$ cat src/rtl/hex_display_arbiter.sv
// Owns six HEX displays; round-robin arbitrates HPS (Avalon-MM) and fabric (req/gnt) writes into one digit bank.
// Each grant takes 2 cycles; HPS is stalled via avs_waitrequest, fabric waits for fab_gnt. Segments are registered.
module hex_display_arbiter #(
  parameter int NUM_DIGITS = 6
) (
  input  logic       clk_clk,
  input  logic       reset_reset_n,
  input  logic [2:0] avs_address,
  input  logic       avs_write,
  input  logic [7:0] avs_writedata,
  input  logic       avs_read,
  output logic [7:0] avs_readdata,
  output logic       avs_waitrequest,
  input  logic       fab_req,
  input  logic [2:0] fab_digit,
  input  logic [7:0] fab_value,
  output logic       fab_gnt,
  output logic       fab_drop,
  output logic [6:0] hex0_conduit,
  output logic [6:0] hex1_conduit,
  output logic [6:0] hex2_conduit,
  output logic [6:0] hex3_conduit,
  output logic [6:0] hex4_conduit,
  output logic [6:0] hex5_conduit
);

  typedef enum logic [1:0] {IDLE, GNT_HPS, GNT_FAB} state_t;

  state_t     state, state_nxt;
  logic       ptr, ptr_nxt;            // 0: HPS has priority, 1: fabric
  logic [2:0] lat_addr, lat_addr_nxt;
  logic [7:0] lat_data, lat_data_nxt;

  logic [7:0] digit [NUM_DIGITS];
  logic [6:0] hex_q [NUM_DIGITS];
  logic       lock, blank;
  logic [6:0] drop_cnt;
  logic       last_writer;
  logic       hps_commit;
  logic [7:0] rd_mux;

  function automatic logic [6:0] seg_decode(input logic [7:0] d);
    logic [6:0] g;
    if (d[7]) begin
      g = ~d[6:0];
    end else begin
      case (d[3:0])
        4'h0: g = 7'h40;
        4'h1: g = 7'h79;
        4'h2: g = 7'h24;
        4'h3: g = 7'h30;
        4'h4: g = 7'h19;
        4'h5: g = 7'h12;
        4'h6: g = 7'h02;
        4'h7: g = 7'h78;
        4'h8: g = 7'h00;
        4'h9: g = 7'h10;
        4'hA: g = 7'h08;
        4'hB: g = 7'h03;
        4'hC: g = 7'h46;
        4'hD: g = 7'h21;
        4'hE: g = 7'h06;
        default: g = 7'h0E;
      endcase
    end
    return g;
  endfunction

  always_ff @(posedge clk_clk or negedge reset_reset_n) begin
    if (!reset_reset_n) begin
      state    <= IDLE;
      ptr      <= 1'b0;
      lat_addr <= 3'd0;
      lat_data <= 8'h00;
    end else begin
      state    <= state_nxt;
      ptr      <= ptr_nxt;
      lat_addr <= lat_addr_nxt;
      lat_data <= lat_data_nxt;
    end
  end

  always_comb begin
    state_nxt    = state;
    ptr_nxt      = ptr;
    lat_addr_nxt = lat_addr;
    lat_data_nxt = lat_data;
    case (state)
      IDLE: begin
        // HPS wins when alone, or when both request and the pointer favours it
        if (avs_write && (!fab_req || !ptr)) begin
          state_nxt    = GNT_HPS;
          lat_addr_nxt = avs_address;
          lat_data_nxt = avs_writedata;
        end else if (fab_req) begin
          state_nxt    = GNT_FAB;
          lat_addr_nxt = fab_digit;
          lat_data_nxt = fab_value;
        end
      end
      GNT_HPS: begin
        ptr_nxt   = 1'b1;
        state_nxt = IDLE;
      end
      GNT_FAB: begin
        ptr_nxt   = 1'b0;
        state_nxt = IDLE;
      end
      default: state_nxt = IDLE;
    endcase
  end

  assign avs_waitrequest = avs_write & (state != GNT_HPS);
  assign fab_gnt         = (state == GNT_FAB);
  assign fab_drop        = fab_gnt & (lock | (lat_addr > 3'd5));
  assign hps_commit      = (state == GNT_HPS);

  always_ff @(posedge clk_clk or negedge reset_reset_n) begin
    if (!reset_reset_n) begin
      for (int i = 0; i < NUM_DIGITS; i++) digit[i] <= 8'h80;
      lock        <= 1'b0;
      blank       <= 1'b0;
      drop_cnt    <= 7'd0;
      last_writer <= 1'b0;
    end else begin
      for (int i = 0; i < NUM_DIGITS; i++) begin
        if (((hps_commit) || (fab_gnt && !fab_drop)) && lat_addr == 3'(i))
          digit[i] <= lat_data;
      end
      if (hps_commit && lat_addr == 3'd6) begin
        lock  <= lat_data[0];
        blank <= lat_data[1];
      end
      if (hps_commit && lat_addr != 3'd7) last_writer <= 1'b0;
      if (fab_gnt && !fab_drop) last_writer <= 1'b1;
      // Clear and increment come from different grant states, never the same cycle
      if (hps_commit && lat_addr == 3'd7) drop_cnt <= 7'd0;
      else if (fab_drop && drop_cnt != 7'h7F) drop_cnt <= drop_cnt + 7'd1;
    end
  end

  always_comb begin
    rd_mux = 8'h00;
    case (avs_address)
      3'd6:    rd_mux = {6'd0, blank, lock};
      3'd7:    rd_mux = {last_writer, drop_cnt};
      default: rd_mux = digit[avs_address];
    endcase
  end

  always_ff @(posedge clk_clk or negedge reset_reset_n) begin
    if (!reset_reset_n) begin
      avs_readdata <= 8'h00;
      for (int i = 0; i < NUM_DIGITS; i++) hex_q[i] <= 7'h7F;
    end else begin
      if (avs_read && !avs_write) avs_readdata <= rd_mux;
      for (int i = 0; i < NUM_DIGITS; i++)
        hex_q[i] <= blank ? 7'h7F : seg_decode(digit[i]);
    end
  end

  assign hex0_conduit = hex_q[0];
  assign hex1_conduit = hex_q[1];
  assign hex2_conduit = hex_q[2];
  assign hex3_conduit = hex_q[3];
  assign hex4_conduit = hex_q[4];
  assign hex5_conduit = hex_q[5];

endmodule

$ cat config.mk
export PLATFORM = sky130hd
export DESIGN_NAME = hex_display_arbiter
export DESIGN_NICKNAME = d
export VERILOG_FILES = /design/src/rtl/hex_display_arbiter.sv
export SDC_FILE = /design/constraint.sdc
export NUM_CORES = 1
export LEC_CHECK = 0
export ABC_CLOCK_PERIOD_IN_PS = 2400
export BUFFER_PORTS_ARGS = -buffer_cell sky130_fd_sc_hd__buf_4
export CELL_PAD_IN_SITES_DETAIL_PLACEMENT = 1
export CELL_PAD_IN_SITES_GLOBAL_PLACEMENT = 1
export CORE_MARGIN = 5
export CORE_UTILIZATION = 48
export CTS_BUF_LIST = sky130_fd_sc_hd__clkbuf_4
export CTS_CLUSTER_DIAMETER = 120
export DETAILED_ROUTE_END_ITERATION = 8
export HOLD_SLACK_MARGIN = 0.03
export PLACE_DENSITY = 0.86
export SETUP_SLACK_MARGIN = 0.4
export SYNTH_ARGS = -nofsm -noshare
export SYNTH_HDL_FRONTEND = slang
export SYNTH_SLANG_ARGS = --single-unit
$ cat constraint.sdc
create_clock -name clk_clk -period 2.4 [get_ports clk_clk]
set_clock_uncertainty 0.05 [all_clocks]
set_input_delay 0.48 -clock clk_clk [delete_from_list [all_inputs] [get_ports clk_clk]]
set_output_delay 0.48 -clock clk_clk [all_outputs]
set_load 0.005 [all_outputs]
==> out/metrics.yaml, run 1 <==
floorplanning:
  core_um2: 14530
  start_util: 0.4884
  io_pins: 80
  die_h_um: 131.6
  rows: 44
  die_w_um: 131.6
  die_area_um2: 17320
logic_synthesis:
  ys.flop_type: "dfrtp_1"
  synthArstFlopShare: 1.000
  synth.area.top_cells: "dfrtp_1 (26%), dfstp_2 (18%), ha_1 (8.3%)"
  ys_ff_latch: 122
  synth_top_family_by_area: "multiplexers"
  ys_types: 58
  synthSimpleGateAreaFrac: 0.09818
  synthXorXnorAreaFrac: 0.003702
  synth_compound_area_frac: 0.1572
  synth_edf_count: 0
  yosysWarningCount: 0
  postSynthCellCount: 660
  yosysTopAreaCellShare: 0.2609
  synth_largest_area_cell: "dfrtp_1"
  syn_area_um2: 7098
  synth.avg_cell_area_um2: 10.75
  synthAdderAreaFrac: 0.08285
  synthMuxAreaShare: 0.1706
  synth_nets: 734
  synth.yosys.seq_area_share: 0.4386
setup_path:
  cp_data_arrival_time_ns: 1.54
  end_kind: "primary output"
  worst-path-max-fanout: 4
  critPathLaunchType: "register"
  required_ns: 1.87
  critical_path_class: "reg2out"
job:
  maxCapViolations: 0
final_layout:
  n_fill_cell: 1569
  design_area_um2: 8245
  nNetsFinal: 808
  n_antenna_cell: 0
  drive_gt1_frac: 0.3494
  stdcell_count: 931
  mostFrequentLayoutCell: "buf_4"
  final_cell_mix: "buf_4 (94), dfrtp_1 (68), nand2_1 (49)"
  fin_util: 0.5673
  syn2layout_area_growth_pct: 16.16
clocking:
  h-tree-depth: 4
  cts_tree: "built"
  clk_latency_ns: 0.56
  cts_inserted_buffers: 17
  ctsLongestPathBuffers: 2
  clk_pin_slew_ns: 0.09
  cts_sinks: 122
  postCtsHoldBufs: 0
  ctsRootBufferMaster: "clkbuf_4"
routing:
  drc: 0
  drt-initial-drc-count: 534
  num_vias: 5494
  wl_per_cell_um: 21.79
  drtPass1Iterations: 4
  totalWireLength_um: 20290
  drtAntennaViolNets: 0
  vias_per_cell: 5.901
sta:
  period_needed_ns: 2.066
  slew_headroom: 0.5826
  whs_ns: 0.1767
  setup_viol: 0
  rsz0062_at_grt: "yes"
  worstMarginPinSlew_ns: 0.6261
  fin_setup_tns_ns: 0
  slew_viol_final: 0
  hold_viol_final: 0
  fin_ws_ns: 0.3345
  post-route-period-util: 0.8606
  max_freq_ghz: 0.4841
global_routing:
  antenna_found_initial: 0
  grt_usage: 0.2275
  grt_overflow: 0
  grt_pass1_vias: 5754
  grt_pass1_wl_um: 31880
  grt_max_degree: 45
power_and_ir_drop:
  irDropWorstVdd_uv: 575.6
  total_leakage_power_nw: 3.841
  p_per_area_nw_per_um2: 1379
  total_power_mw: 11.37
hold_path:
  hp-class: "in2reg"
place:
  dpl.hpwl_um: 13640
  dpl.cell_count: 885
  place_area_um2: 7784
  pre_cts_slack_ns: 0.2676
  gp_congestion: 0.8602
  io_buffers: 79
run_status:
  status: "finished, final reports clean"
cells in the mapped netlist (19+ instances only):
master	number
clkbuf_1	26
mux2_2	38
inv_1	35
ha_1	47
a211o_1	20
a21o_1	19
dfstp_2	48
dfrtp_1	74
a21oi_1	37
o21ai_0	43
mux2i_1	37
nand2_1	49
nor2_1	42
critical path, stage by stage, from the launching register on:
cell	delay, ns
dfrtp_1	0.44
inv_2	0.15
ha_4	0.16
and2_4	0.15
buf_6	0.09
sequential cells by signal, indices dropped and copies added (netlist names):
signal        flops
hex5_conduit      7
lat_data          8
hex0_conduit      7
state             2
blank             1
lock              1
hex2_conduit      7
hex1_conduit      7
drop_cnt          7
lat_addr          3
hex4_conduit      7
hex3_conduit      7
avs_readdata      8
ptr               1
digit            48
last_writer       1
what timing repair did:
| item | 4_1_cts | 5_1_grt |
|---|---|---|
| setup endpoints to repair | 40 | 39 |
| setup buffers | 5 | 9 |
| pin swaps | 2 | 4 |
| cloned | 0 | 0 |
| gates resized for setup | 12 | 9 |
final timing paths:
path	from	endpoint	slack [ns]	cells past startpoint
setup / recovery	state[0]$_DFFE_PN0P_	fab_drop	0.33	4
hold / removal	fab_value[1]	lat_data[1]$_DFFE_PN0P_	0.18	3
setup reg to reg	state[0]$_DFFE_PN0P_	digit[6]$_DFFE_PN0P_	0.38	6
hold reg to reg	last_writer$_DFFE_PN0P_	last_writer$_DFFE_PN0P_	0.49	1
max in group asynchronous	reset_reset_n	digit[39]$_DFFE_PN1P_	1.73	2
min in group asynchronous	reset_reset_n	hex5_conduit[1]$_DFF_PN1_	0.23	1
cell type report:
class                           count  area, um^2  share of cell area
Timing Repair Buffer              100       808.3             0.09803
Inverter                           35       131.4             0.01593
Multi-Input combinational cell    458        3699              0.4486
Clock buffer                       20       150.1             0.01821
Clock inverter                     12       106.4             0.01290
Tap cell                          184       230.2             0.02792
Sequential cell                   122        3120              0.3785
kinds of logic (layout without fill, tap and decap cells):
family / after synthesis / after routing
DFF: 122 / 122
and+or+nand+nor: 143 / 143
adders and majority gates: 47 / 47
xor gates and xnor gates: 3 / 3
muxes: 99 / 99
buffers and inverters: 80 / 167
AOI/OAI and AO/OA: 166 / 166
layer usage:
metal / vias to the layer above / GRT usage / routed length, um / part of all wire
li1: 2493 / - / - / -
met1: 2791 / 0.3007 / 8559 / 0.42
met2: 177 / 0.3617 / 10180 / 0.50
met3: 33 / 0.05275 / 1075 / 0.053
met4: 0 / 0.09314 / 470 / 0.023
met5: - / 0 / 0 / 0
power by group:
part	switching [mW]	internal, mW
Sequential	1.53	3.29
Combinational	2.39	2.77
Clock	0.769	0.627
Total	4.68	6.69
(Power assumes the default switching activity.)
==> run 2: changes to the inputs <==
- ABC_CLOCK_PERIOD_IN_PS: 2400 -> 1950
- CAP_MARGIN: default -> 20
- clock period: 2.4 -> 1.95 ns (I/O delays scaled with it)
==> run 2 against run 1 <==
The flow now finishes with violations (setup timing). Final cell count grew 8.6%. Clock power grew 26%. Global-route usage grew 3.8 points. First-iteration DRC count grew 9.7%. Count of clock-buffer cells in the layout shrank 2. Die area is the same. Critical path type unchanged. Critical endpoint is now avs_waitrequest.
==> out/metrics.yaml, run 2 (same netlist as run 1, synthesis figures left out) <==
global_routing:
  grt_pass1_wl_um: 36630  # was 31,880 um
  grt_pass1_vias: 6484  # was 5,754
  grt_usage: 0.2654  # was 0.2275
  grt_max_degree: 50  # was 45
  grt_overflow: 0  # unchanged
  antenna_found_initial: 2  # was 0
routing:
  wl_per_cell_um: 29.34  # was 21.79 um
  totalWireLength_um: 29670  # was 20,290 um
  met1_length_um: 11230  # was 8559 um
  drtAntennaViolNets: 0  # unchanged
  wl_met2_um: 14660  # was 10,180 um
  num_vias: 6485  # was 5,494
  top_layer: "met5"  # was met4
  routed-wl-met3_um: 1910  # was 1075 um
  drt-initial-drc-count: 586  # was 534
  drtPass1Iterations: 5  # was 4
  drc: 0  # unchanged
  vias_per_cell: 6.414  # was 5.901
place:
  pre_cts_slack_ns: 0.01546  # was 0.2676 ns
  dpl.hpwl_um: 14320  # was 13,640 um
  io_buffers: 79  # unchanged
  gp_congestion: 0.8829  # was 0.8602
final_layout:
  final_cell_mix: "buf_4 (94), buf_6 (77), dfrtp_1 (55)"  # was buf_4 (94), dfrtp_1 (68), nand2_1 (49)
  drive_gt1_frac: 0.5436  # was 0.3494
  top_regs: "digit: 48 flops, avs_readdata: 8 flops, lat_data: 8 flops"  # unchanged
  max_flop_register: "digit"  # unchanged
  mostFrequentLayoutCell: "buf_4"  # unchanged
  largest_register_ffs: 48  # unchanged
  nNetsFinal: 887  # was 808
  syn2layout_area_growth_pct: 38.85  # was 16.16%
setup_path:
  crit_slowest_cell: "dfrtp_1"  # unchanged
  worstSetupPathDepth: 5  # was 4
  path_delay_family: "flip-flops"  # unchanged
  critical_path_class: "reg2out"  # unchanged
  required_ns: 1.51  # was 1.87 ns
  crit_top_cell: "buf_6"
  critPathLaunchType: "register"  # unchanged
  critPathMaxStageDelay_ns: 0.45  # was 0.44 ns
  cp_data_arrival_time_ns: 1.69  # was 1.54 ns
  r2r_cells: 8  # was 6
  crit_buf_inv: 3  # was 2
  worst-path-max-fanout: 2  # was 4
  cp_cell_sequence: "buf_6, ha_4, buf_6, nor2b_1, buf_4"  # was inv_2, ha_4, and2_4, buf_6
  end_kind: "primary output"  # unchanged
sta:
  setup_viol: 46  # was 0
  post-route-period-util: 1.091
  slew_viol_final: 0  # unchanged
  worstMarginPinSlew_ns: 0.6134  # was 0.6261 ns
  slew_headroom: 0.5911  # was 0.5826
  fin_setup_tns_ns: -3.275  # was 0 ns
  fin_ws_ns: -0.1766  # was 0.3345 ns
  max_freq_ghz: 0.4702
  period_needed_ns: 2.127
  hold_viol_final: 0  # unchanged
  rsz0062_at_grt: "yes"  # unchanged
clocking:
  cts_tree: "built"  # unchanged
  cts_inserted_buffers: 17  # unchanged
  h-tree-depth: 4  # unchanged
  clk_pin_slew_ns: 0.13  # was 0.09 ns
  clk_latency_ns: 0.61  # was 0.56 ns
  cts_sinks: 122  # unchanged
  ctsLongestPathBuffers: 2  # unchanged
  ctsRootBufferMaster: "clkbuf_4"  # unchanged
floorplanning:
  die_h_um: 131.6  # unchanged
  core_um2: 14530  # unchanged
  start_util: 0.4884  # unchanged
  die_area_um2: 17320  # unchanged
  die_w_um: 131.6  # unchanged
  io_pins: 80  # unchanged
  rows: 44  # unchanged
hold_path:
  hp-class: "in2reg"  # unchanged
  hold-path-cell-count: 3  # unchanged
run_status:
  status: "finished with violations"  # was finished, final reports clean
  violations: "setup timing"
power_and_ir_drop:
  total_power_mw: 18.05  # was 11.37 mW
  total_leakage_power_nw: 4.419  # was 3.841 nW
  p_per_area_nw_per_um2: 1831  # was 1379 nW/um^2
  irDropWorstVdd_uv: 914.8  # was 575.6 uV
job:
  maxCapViolations: 0  # unchanged
==> run 2: changes by cell type in the layout (fill, tap and decap cells not counted), moves of 8 or more <==
cell | previous run | this run
a21oi_1 | 37 | 27
a21oi_2 | 0 | 8
buf_6 | 2 | 77
dfrtp_1 | 68 | 55
dfrtp_2 | 6 | 19
ha_1 | 44 | 12
ha_2 | 0 | 13
ha_4 | 3 | 22
inv_1 | 34 | 21
mux2_2 | 38 | 8
mux2_4 | 17 | 47
o21ai_0 | 42 | 25
o21ai_1 | 2 | 15
==> run 2: power breakdown <==
group | switching, mW | internal [mW]
clock | 1.15 | 0.621
combinational | 4.92 | 5.34
sequential | 1.92 | 4.09
==> run 2: path summary, 6_finish.rpt <==
check                                      startpoint                        end  slack (ns)
max in group asynchronous               reset_reset_n       state[1]$_DFFE_PN0P_        1.01
worst max register to register   state[0]$_DFFE_PN0P_      digit[40]$_DFFE_PN0P_       -0.16
worst min register to register  digit[10]$_DFFE_PN0P_  hex4_conduit[2]$_DFF_PN1_        0.52
worst max-delay path             state[0]$_DFFE_PN0P_            avs_waitrequest       -0.18
worst min-delay path                 avs_writedata[5]    lat_data[5]$_DFFE_PN0P_        0.02
min in group asynchronous               reset_reset_n      digit[41]$_DFFE_PN0P_        0.21
==> run 2: stage by stage <==
step                      instance area [um^2]  utilization  hold slack (ns)  cells
after floorplan                           7236            -          0.04441    660
after global placement                    8070       0.5553           0.2685    903
after detailed placement                  8070       0.5553           0.2789    903
after CTS                                 9044       0.6222          0.04099    977
after global routing                      9856       0.6781          0.02426   1011
final                                     9856       0.6781          0.01900   1011
==> run 2: what timing repair did <==
| action | in CTS | in global routing |
|---|---|---|
| resized for setup | 119 | 139 |
| buffers inserted | 41 | 33 |
| hold buffers | 1 | 0 |
| pin swaps | 17 | 58 |
| endpoints found under the setup margin | 146 | 155 |
| hold endpoints to repair | 67 | 0 |
==> run 2: metal layers <==
metal | vias up | global-route usage
met2 | 370 | 0.4484
met3 | 143 | 0.05466
met1 | 3312 | 0.3201
met5 | - | 0
li1 | 2658 | -
met4 | 2 | 0.1371
==> run 2: worst reg2reg max path, cell delays in order (launching register included) <==
cell	delay [ns]
dfrtp_1	0.45
inv_2	0.10
buf_6	0.11
ha_4	0.14
nor2b_4	0.21
o21bai_4	0.12
or3_4	0.36
buf_8	0.16
mux2_4	0.31
==> run 2: cell type report <==
class                           count  area (um^2)
Timing Repair Buffer              179         1713
Sequential cell                   122         3141
Clock buffer                       18        135.1
Multi-Input combinational cell    458         4368
Clock inverter                     14        107.6
Fill cell                        1445         4678
Inverter                           35        158.9
Antenna cell                        1        2.502
Tap cell                          184        230.2
==> run 3: changes to the inputs <==
==> constraint.sdc (replaced) <==
create_clock -name clk_clk -period 1.95 [get_ports clk_clk]
set_clock_uncertainty 0.05 [all_clocks]
set_input_delay 0 -clock clk_clk [delete_from_list [all_inputs] [get_ports clk_clk]]
set_output_delay 0 -clock clk_clk [all_outputs]
set_load 0.005 [all_outputs]
==> run 3 against run 2 <==
Core utilization increased by 2.1 points. Sequential power fell by 3.3%. Sequential share of layout area decreased by 0.96 points. The flow still finishes with violations (setup timing). Worst setup slack worse by 0.040 ns. Clock power about the same. Final cell count is 2.9% higher. Count of clock-buffer cells in the layout decreased by 1. First-iteration DRC count grew 0.85%. Maximum frequency decreased by 1.8%.
==> out/metrics.yaml, run 3 (same netlist as run 1, synthesis figures left out) <==
sta:
  slew_viol_final: 0  # unchanged
  slew_headroom: 0.5376  # was 0.5911
  max_freq_ghz: 0.4615  # was 0.4702 GHz
  worstMarginPinSlew_ns: 0.6878  # was 0.6134 ns
  post-route-period-util: 1.111  # was 1.091
  setup_viol: 27  # was 46
  rsz0062_at_grt: "yes"  # unchanged
  hold_viol_final: 0  # unchanged
  period_needed_ns: 2.167  # was 2.127 ns
  fin_ws_ns: -0.2167  # was -0.1766 ns
floorplanning:
  die_h_um: 131.6  # unchanged
  die_area_um2: 17320  # unchanged
  io_pins: 80  # unchanged
  start_util: 0.4884  # unchanged
  rows: 44  # unchanged
  die_w_um: 131.6  # unchanged
  core_um2: 14530  # unchanged
setup_path:
  cp_data_arrival_time_ns: 2.59  # was 1.69 ns
  critPathMaxStageDelay_ns: 0.60  # was 0.45 ns
  critPathLaunchType: "register"  # unchanged
  end_kind: "register"  # was primary output
  required_ns: 2.38  # was 1.51 ns
  worst-path-max-fanout: 4  # was 2
  crit_top_cell: "buf_6"  # unchanged
  path_delay_family: "compound AO/OA/AOI/OAI gates"  # was flip-flops
  critical_path_class: "reg2reg"  # was reg2out
  cp_cell_sequence: "inv_2, buf_4, buf_6, buf_6, ha_4, buf_12, o211ai_4, o31ai_1, a21oi_2"  # was buf_6, ha_4, buf_6, nor2b_1, buf_4
  crit_slowest_cell: "o31ai_1"  # was dfrtp_1
  crit_buf_inv: 5  # was 3
final_layout:
  mostFrequentLayoutCell: "buf_4"  # unchanged
  largest_register_ffs: 48  # unchanged
  top_regs: "digit: 48 flops, avs_readdata: 8 flops, lat_data: 8 flops"  # unchanged
  drive_gt1_frac: 0.5474  # was 0.5436
  final_cell_mix: "buf_4 (144), dfrtp_1 (58), dfstp_2 (47)"  # was buf_4 (94), buf_6 (77), dfrtp_1 (55)
  syn2layout_area_growth_pct: 43.10  # was 38.85%
  fin_util: 0.6989  # was 0.6781
  stdcell_count: 1040  # was 1,011
  nNetsFinal: 916  # was 887
  max_flop_register: "digit"  # unchanged
clocking:
  cts_sinks: 122  # unchanged
  clk_latency_ns: 0.63  # was 0.61 ns
  h-tree-depth: 4  # unchanged
  clk_pin_slew_ns: 0.13  # about the same
  ctsRootBufferMaster: "clkbuf_4"  # unchanged
  ctsLongestPathBuffers: 2  # unchanged
  cts_tree: "built"  # unchanged
  cts_inserted_buffers: 17  # unchanged
global_routing:
  grt_max_degree: 55  # was 50
  grt_usage: 0.3014  # was 0.2654
  antenna_found_initial: 1  # was 2
  grt_overflow: 0  # unchanged
  grt_pass1_vias: 6784  # was 6,484
  grt_pass1_wl_um: 40680  # was 36,630 um
run_status:
  violations: "setup timing"  # unchanged
  status: "finished with violations"  # unchanged
power_and_ir_drop:
  p_per_area_nw_per_um2: 1826  # was 1831 nW/um^2
  irDropWorstVdd_uv: 1055  # was 914.8 uV
  total_leakage_power_nw: 4.581  # was 4.419 nW
place:
  dpl.cell_count: 905  # was 903
  io_buffers: 79  # unchanged
  gp_congestion: 0.8528  # was 0.8829
  dpl.hpwl_um: 14350  # was 14,320 um
routing:
  wl_per_cell_um: 31.84  # was 29.34 um
  totalWireLength_um: 33110  # was 29,670 um
  drc: 0  # unchanged
  vias_per_cell: 6.488  # was 6.414
  drtAntennaViolNets: 0  # unchanged
  drtPass1Iterations: 5  # unchanged
  drt-initial-drc-count: 591  # was 586
  num_vias: 6748  # was 6,485
job:
  maxCapViolations: 0  # unchanged
hold_path:
  hp-class: "in2async"  # was in2reg
==> run 3: cell types whose count changed in the layout (fill, tap and decap cells not counted), moves of 4 or more <==
| cell | before | now |
|---|---|---|
| o21ai_0 | 25 | 19 |
| buf_6 | 77 | 27 |
| mux2_4 | 47 | 43 |
| buf_4 | 94 | 144 |
| dlygate4sd3_1 | 1 | 26 |
| a221oi_2 | 5 | 1 |
| nand2_1 | 43 | 31 |
| nand2_2 | 5 | 10 |
| mux2_2 | 8 | 12 |
| o21ai_2 | 4 | 10 |
| dfrtp_2 | 19 | 15 |
| nand2_4 | 1 | 8 |
==> run 3: power breakdown <==
part / internal [mW] / switching (mW)
combinational: 5.34 / 5.60
clock: 0.602 / 1.19
sequential: 4.09 / 1.73
==> run 3: timing repair <==
| action | CTS | global route |
|---|---|---|
| endpoints found under the hold margin | 143 | 0 |
| buffers inserted | 40 | 33 |
| endpoints found under the setup margin | 95 | 107 |
| cloned | 0 | 3 |
| resized for setup | 66 | 188 |
| hold buffers | 26 | 0 |
| pin swaps | 17 | 46 |
==> run 3: cell type report <==
| class | instances | area, um^2 |
|---|---|---|
| inverters | 35 | 168.9 |
| fillers | 1403 | 4377 |
| repair buffers | 208 | 1861 |
| clock buffers | 17 | 127.6 |
| clock inverters | 15 | 110.1 |
| flip-flops and latches | 122 | 3139 |
| multi-input cells | 458 | 4518 |
| diodes | 1 | 2.502 |
| well taps | 184 | 230.2 |
==> run 3: path summary, 6_finish.rpt <==
check	from	to	slack [ns]	depth (start not counted)
setup / recovery	state[0]$_DFFE_PN0P_	drop_cnt[5]$_DFFE_PN0P_	-0.22	9
hold / removal	reset_reset_n	hex3_conduit[5]$_DFF_PN1_	0.03	2
setup reg to reg	state[0]$_DFFE_PN0P_	drop_cnt[5]$_DFFE_PN0P_	-0.22	9
hold reg to reg	digit[20]$_DFFE_PN0P_	digit[20]$_DFFE_PN0P_	0.55	1
max in group asynchronous	reset_reset_n	hex5_conduit[1]$_DFF_PN1_	1.36	3
min in group clk_clk	fab_value[5]	lat_data[5]$_DFFE_PN0P_	0.19	4
==> run 3: worst register-to-register path: stages (launching register included) <==
cell and delay (ns):
dfrtp_1 0.43, inv_2 0.10, buf_4 0.12, buf_6 0.09, buf_6 0.10, ha_4 0.17, buf_12 0.12, o211ai_4 0.11
o31ai_1 0.60, a21oi_2 0.14
==> run 3: metrics by stage <==
| step | hold slack, ns | power (mW) | setup slack (ns) | cell area [um^2] | setup TNS, ns |
|---|---|---|---|---|---|
| CTS | 0.05667 | 15.04 | 0.04903 | 9131 | 0 |
| floorplan | -0.3456 | 9.620 | 0.1236 | 7213 | 0 |
| global route | 0.08164 | 19.10 | -0.1511 | 10160 | -1.540 |
| global placement | 0.1110 | 11.85 | 0.08816 | 8068 | 0 |
| detailed placement | 0.1228 | 12.41 | 0.03088 | 8068 | 0 |
| finish | 0.03045 | 18.55 | -0.2167 | 10160 | -1.210 |
==> run 3: metal layers <==
layer / vias to the layer above / part of all wire / track usage
li1: 2700 / - / -
met1: 3430 / 0.37 / 0.3473
met2: 453 / 0.49 / 0.5150
met3: 165 / 0.075 / 0.06154
met4: 0 / 0.066 / 0.1829
met5: - / 0 / 0
